### config.mk
export PLATFORM = sky130hd
export DESIGN_NAME = product_accumulator
export DESIGN_NICKNAME = d
export VERILOG_FILES = /design/src/rtl/product_accumulator.sv
export SDC_FILE = /design/constraint.sdc
export NUM_CORES = 1
export LEC_CHECK = 0
export CAP_MARGIN = 20
export CORE_UTILIZATION = 35
export DETAILED_ROUTE_END_ITERATION = 7
export DONT_BUFFER_PORTS = 1
export HOLD_SLACK_MARGIN = 0.08
export PLACE_DENSITY = 0.47
export RECOVER_POWER = 25
export SLEW_MARGIN = 20
export SYNTH_ARGS = -nofsm -noshare
export SYNTH_HDL_FRONTEND = slang
export SYNTH_SLANG_ARGS = --single-unit
### constraint.sdc
create_clock -name i_w_clk -period 2.4 [get_ports i_w_clk]
set_clock_uncertainty 0.1 [all_clocks]
set_input_delay 0.12 -clock i_w_clk [delete_from_list [all_inputs] [get_ports i_w_clk]]
set_output_delay 0.12 -clock i_w_clk [all_outputs]
set_load 0.005 [all_outputs]
### src/rtl/product_accumulator.sv
// ---------------------------------------------------------------------------
// product_accumulator
//   Sits directly after the combinational multiplier. Takes one product per
//   valid/ready handshake, sums p_count of them into a dot-product result
//   and holds that result on a valid/ready output until the consumer takes it.
//
//   state | meaning
//   ------+-----------------------------------------------------------------
//   ACC   | collecting products; o_w_acc shows the running partial sum
//   DONE  | final sum presented on o_w_acc, waiting for i_w_ready
//
// Build option:
//   PRODUCT_ACCUMULATOR_SATURATE_EN  defined   -> sum clamps to all-ones and
//                                                  o_w_ovf is set (sticky)
//                                    undefined -> sum wraps, o_w_ovf = 0
//
// Ports:
//   i_w_clk, i_w_rst_n   clock (rising edge), async active-low reset
//   i_w_clear            sync clear, aborts the sum and drops a pending result
//   i_w_p, i_w_valid     product input and its valid
//   o_w_ready            product accepted when i_w_valid && o_w_ready
//   o_w_acc              running sum in ACC, final result in DONE
//   o_w_count            products accepted into the current sum
//   o_w_valid, i_w_ready result handshake
//   o_w_ovf              sum saturated (saturating build only)
// ---------------------------------------------------------------------------
module product_accumulator #(
    parameter int p_width     = 4,
    parameter int p_count     = 4,
    parameter int p_acc_width = 10,
    localparam int p_cw       = (p_count > 1) ? $clog2(p_count) : 1
) (
    input  logic                   i_w_clk,
    input  logic                   i_w_rst_n,
    input  logic                   i_w_clear,
    input  logic [2*p_width-1:0]   i_w_p,
    input  logic                   i_w_valid,
    output logic                   o_w_ready,
    output logic [p_acc_width-1:0] o_w_acc,
    output logic [p_cw-1:0]        o_w_count,
    output logic                   o_w_valid,
    input  logic                   i_w_ready,
    output logic                   o_w_ovf
);

    typedef enum logic {
        ST_ACC  = 1'b0,
        ST_DONE = 1'b1
    } state_t;

    localparam logic [p_cw-1:0] LAST = p_cw'(p_count - 1);

    state_t                 state_q;
    logic [p_acc_width-1:0] acc_q;
    logic [p_acc_width-1:0] acc_d;
    logic [p_cw-1:0]        count_q;
    logic                   ovf_d;
    logic                   accept;

    // i_w_clear pulls ready low so a product presented alongside a clear
    // is never counted as accepted by the upstream stage.
    assign o_w_ready = (state_q == ST_ACC) && !i_w_clear;
    assign accept    = o_w_ready && i_w_valid;
    assign o_w_valid = (state_q == ST_DONE);
    assign o_w_acc   = acc_q;
    assign o_w_count = count_q;

`ifdef PRODUCT_ACCUMULATOR_SATURATE_EN
    localparam int p_sw = p_acc_width + 1;

    logic            ovf_q;
    logic [p_sw-1:0] sum_full;

    // One extra bit catches the carry out; once saturated the accumulator is
    // all-ones, so any further non-zero add carries again and stays clamped.
    always_comb begin
        sum_full = {1'b0, acc_q} + p_sw'(i_w_p);
        acc_d    = sum_full[p_acc_width-1:0];
        ovf_d    = ovf_q;
        if (sum_full[p_acc_width]) begin
            acc_d = '1;
            ovf_d = 1'b1;
        end
    end

    assign o_w_ovf = ovf_q;
`else
    always_comb begin
        acc_d = acc_q + p_acc_width'(i_w_p);
        ovf_d = 1'b0;
    end

    assign o_w_ovf = 1'b0;
`endif

    always_ff @(posedge i_w_clk or negedge i_w_rst_n) begin
        if (!i_w_rst_n) begin
            state_q <= ST_ACC;
            acc_q   <= '0;
            count_q <= '0;
`ifdef PRODUCT_ACCUMULATOR_SATURATE_EN
            ovf_q   <= 1'b0;
`endif
        end else if (i_w_clear) begin
            state_q <= ST_ACC;
            acc_q   <= '0;
            count_q <= '0;
`ifdef PRODUCT_ACCUMULATOR_SATURATE_EN
            ovf_q   <= 1'b0;
`endif
        end else begin
            case (state_q)
                ST_ACC: begin
                    if (accept) begin
                        acc_q <= acc_d;
`ifdef PRODUCT_ACCUMULATOR_SATURATE_EN
                        ovf_q <= ovf_d;
`endif
                        if (count_q == LAST) begin
                            count_q <= '0;
                            state_q <= ST_DONE;
                        end else begin
                            count_q <= count_q + 1'b1;
                        end
                    end
                end
                ST_DONE: begin
                    if (i_w_ready) begin
                        state_q <= ST_ACC;
                        acc_q   <= '0;
`ifdef PRODUCT_ACCUMULATOR_SATURATE_EN
                        ovf_q   <= 1'b0;
`endif
                    end
                end
                default: state_q <= ST_ACC;
            endcase
        end
    end

`ifndef PRODUCT_ACCUMULATOR_SATURATE_EN
    // ovf_d only carries meaning in the saturating build.
    logic unused_ovf;
    assign unused_ovf = ovf_d;
`endif

endmodule
==> flow_summary.json <==
{
  "worst_pin_slew_ns": 0.656,
  "critPathRequiredTime_ns": 2.48,
  "min_from": "i_w_valid",
  "gp_congestion": 0.798,
  "hp-class": "in -> reg",
  "rsz0062_at_grt": "no",
  "min_path_cells": 3,
  "cap_violations": 0,
  "drv_slew": 0,
  "tns_ns": 0,
  "die_x_microns": 55.0,
  "grt.total_usage_pct": 16.9,
  "switchingPower_uw": 245,
  "synthesis.area_sq_um": 982,
  "r2r_cells": 8,
  "status": "completed",
  "drive_gt1_share_pct": 5.79,
  "overflow": 0,
  "cts_buffer_depth": 2,
  "dpl-instance-area_sq_um": 1010,
  "cts_hold_buf": 7,
  "layout-area-overhead-vs-synth_pct": 13.1,
  "drtPass1Iterations": 4,
  "r2r-start": "o_w_acc[0]",
  "fin_crit_ns": 2.20,
  "hold_viol_final": 0,
  "leakagePower_uw": 0.000490,
  "numPortBuffers": 0,
  "final.period_utilization_pct": 91.6,
  "antenna_cells": 0,
  "core_sq_um": 2570,
  "synth_flop_cell": "dfrtp_1",
  "cts_tree": "yes",
  "grt_pass1_vias": 773,
  "yosysTopAreaCellShare_pct": 33.1,
  "cts-root-buf": "clkbuf_4",
  "worstPathArrival_ns": 2.27,
  "synth_cell_type_count": 37,
  "netlist_top_cells_count": "14 x nand2_1, 13 x dfrtp_1, 10 x o21ai_0",
  "hold_end": "o_w_count[0]",
  "syn_inst": 111,
  "end_kind": "register",
  "maxSlewHeadroom_pct": 56.1,
  "clk_latency_ns": 0.28,
  "final_area_sq_um": 1110,
  "seq_power_share_pct": 43.5,
  "ys_ff_latch": 13,
  "ys_warn_count": 0,
  "wl_microns": 2350,
  "power_density_nw_per_um2": 598,
  "crit_type": "reg -> reg",
  "seq_area_frac_synth_pct": 33.1,
  "drt_iter0_markers": 23,
  "viasPerCell": 5.65,
  "dr_total_vias": 853,
  "r2r_slack_ns": 0.20,
  "clk_pin_slew_worst_paths_ns": 0.08,
  "initial_core_util_pct": 38.3,
  "wl_per_cell_microns": 15.6,
  "nFillCells": 275,
  "p_comb_share_pct": 35.0,
  "htreeDepth": 1,
  "fp-row-count": 18,
  "io_pins": 28,
  "cp_max_fo": 3,
  "yosysMostFrequentCell": "nand2_1",
  "cp-start-kind": "register",
  "synthTopCellsByArea": "dfrtp_1 33%, ha_1 11%, nand2_1 5.4%, o21ai_0 5.1%, a21oi_1 4.1%",
  "clock.fmax_ghz": 0.455,
  "antenna_found_initial": 0,
  "post-route-drc-count": 0,
  "grt_max_degree": 14,
  "cts_buffers": 3,
  "synth_nets": 134,
  "regToRegEndpoint": "o_w_acc[6]",
  "vdd.ir_drop.worst_uv": 394,
  "p_int_uw": 420,
  "dp_hpwl_microns": 1720,
  "synth_edf_count": 0,
  "cts_setup_buffers": 0,
  "yosysTopAreaCell": "dfrtp_1",
  "finalSetupViolations": 0,
  "nNetsFinal": 145,
  "die_area_sq_um": 3020,
  "fp.dieH_microns": 55.0,
  "cts_resized": 0,
  "final_antenna_net_count": 0,
  "grt_pass1_wl_microns": 3510,
  "clockPowerShare_pct": 21.5,
  "cts.sinks": 13,
  "synthArstFlopShare_pct": 100,
  "switching_share_pct": 36.9,
  "syn_area_per_cell_sq_um": 8.85
}
area by class of cell:
cell class,instances,area (sq um),share of cell area [%]
Multi-Input combinational cell,91,626,56.3
Sequential cell,13,325,29.3
Timing Repair Buffer,8,77.6,6.98
Tap cell,30,37.5,3.38
Clock buffer,4,26.3,2.36
Inverter,5,18.8,1.69
layout by cell type, fill, tap and decap left out, types with 3 or more instances in the layout:
cell type       n
nor4b_1         4
nor2_1          7
dlygate4sd3_1   7
clkbuf_4        3
nor3_1          3
inv_1           5
nand2_1        14
a21oi_1         8
o21ai_0        10
a21o_1          3
dfrtp_1        13
or3_1           3
ha_1            9
state kept, by name, indices dropped and copies added (netlist names):
signal     count
o_w_count      2
o_w_valid      1
o_w_acc       10
how the worst max path moves through the flow:
| stage | end | from | depth (start not counted) |
|---|---|---|---|
| 2_1_floorplan | o_w_acc[6] | o_w_acc[0] | 8 |
| 3_3_place_gp | o_w_acc[6] | o_w_acc[0] | 8 |
| 3_5_place_dp | o_w_acc[6] | o_w_acc[0] | 8 |
| 4_1_cts | o_w_acc[6] | o_w_acc[0] | 8 |
| 5_1_grt | o_w_acc[7] | o_w_acc[1] | 6 |
| 6_report | o_w_acc[6] | o_w_acc[0] | 8 |
worst max-delay path, stage by stage (launching register included):
cell and delay (ns):
dfrtp_1 0.41, ha_1 0.22, inv_1 0.08, fa_1 0.25, nor2b_4 0.06, o31ai_2 0.29
a21boi_1 0.13, or3_1 0.31, a32o_1 0.24
logic make-up after synthesis:
group	count (synthesis)	synth area share (%)
other	1	0.382
xor gates and xnor gates	3	2.68
AOI/OAI and AO/OA	35	23.7
adders and majority gates	10	13.5
muxes	1	1.15
and+or+nand+nor	41	22.3
buffers and inverters	7	3.18
DFF	13	33.1
power by group through the flow:
stage	logic (uW)	clock network, uW	registers [uW]
2_1_floorplan	177	0	284
3_3_place_gp	214	0	293
3_5_place_dp	215	0	294
4_1_cts	232	151	290
5_1_grt	258	161	297
6_report	233	143	289
layer usage:
metal / track usage (%) / up-vias / wire (microns)
met5: 0 / - / 0
met4: 3.75 / 0 / 14
met3: 6.56 / 2 / 166
met2: 24.1 / 29 / 999
met1: 23.9 / 394 / 1170
li1: - / 428 / -
per-stage QoR:
stage	utilization [%]	instances	hold WS, ns	power, uW	worst slack (ns)
floorplan	-	111	-0.276	461	0.380
global placement	39.5	140	-0.275	507	0.266
CTS	43.3	151	0.0924	673	0.211
global route	43.3	151	0.131	716	0.0857
finish	43.3	151	0.0980	665	0.202
detailed placement	39.5	140	-0.275	509	0.221
Note: power is estimated with default switching activity, not from simulation.
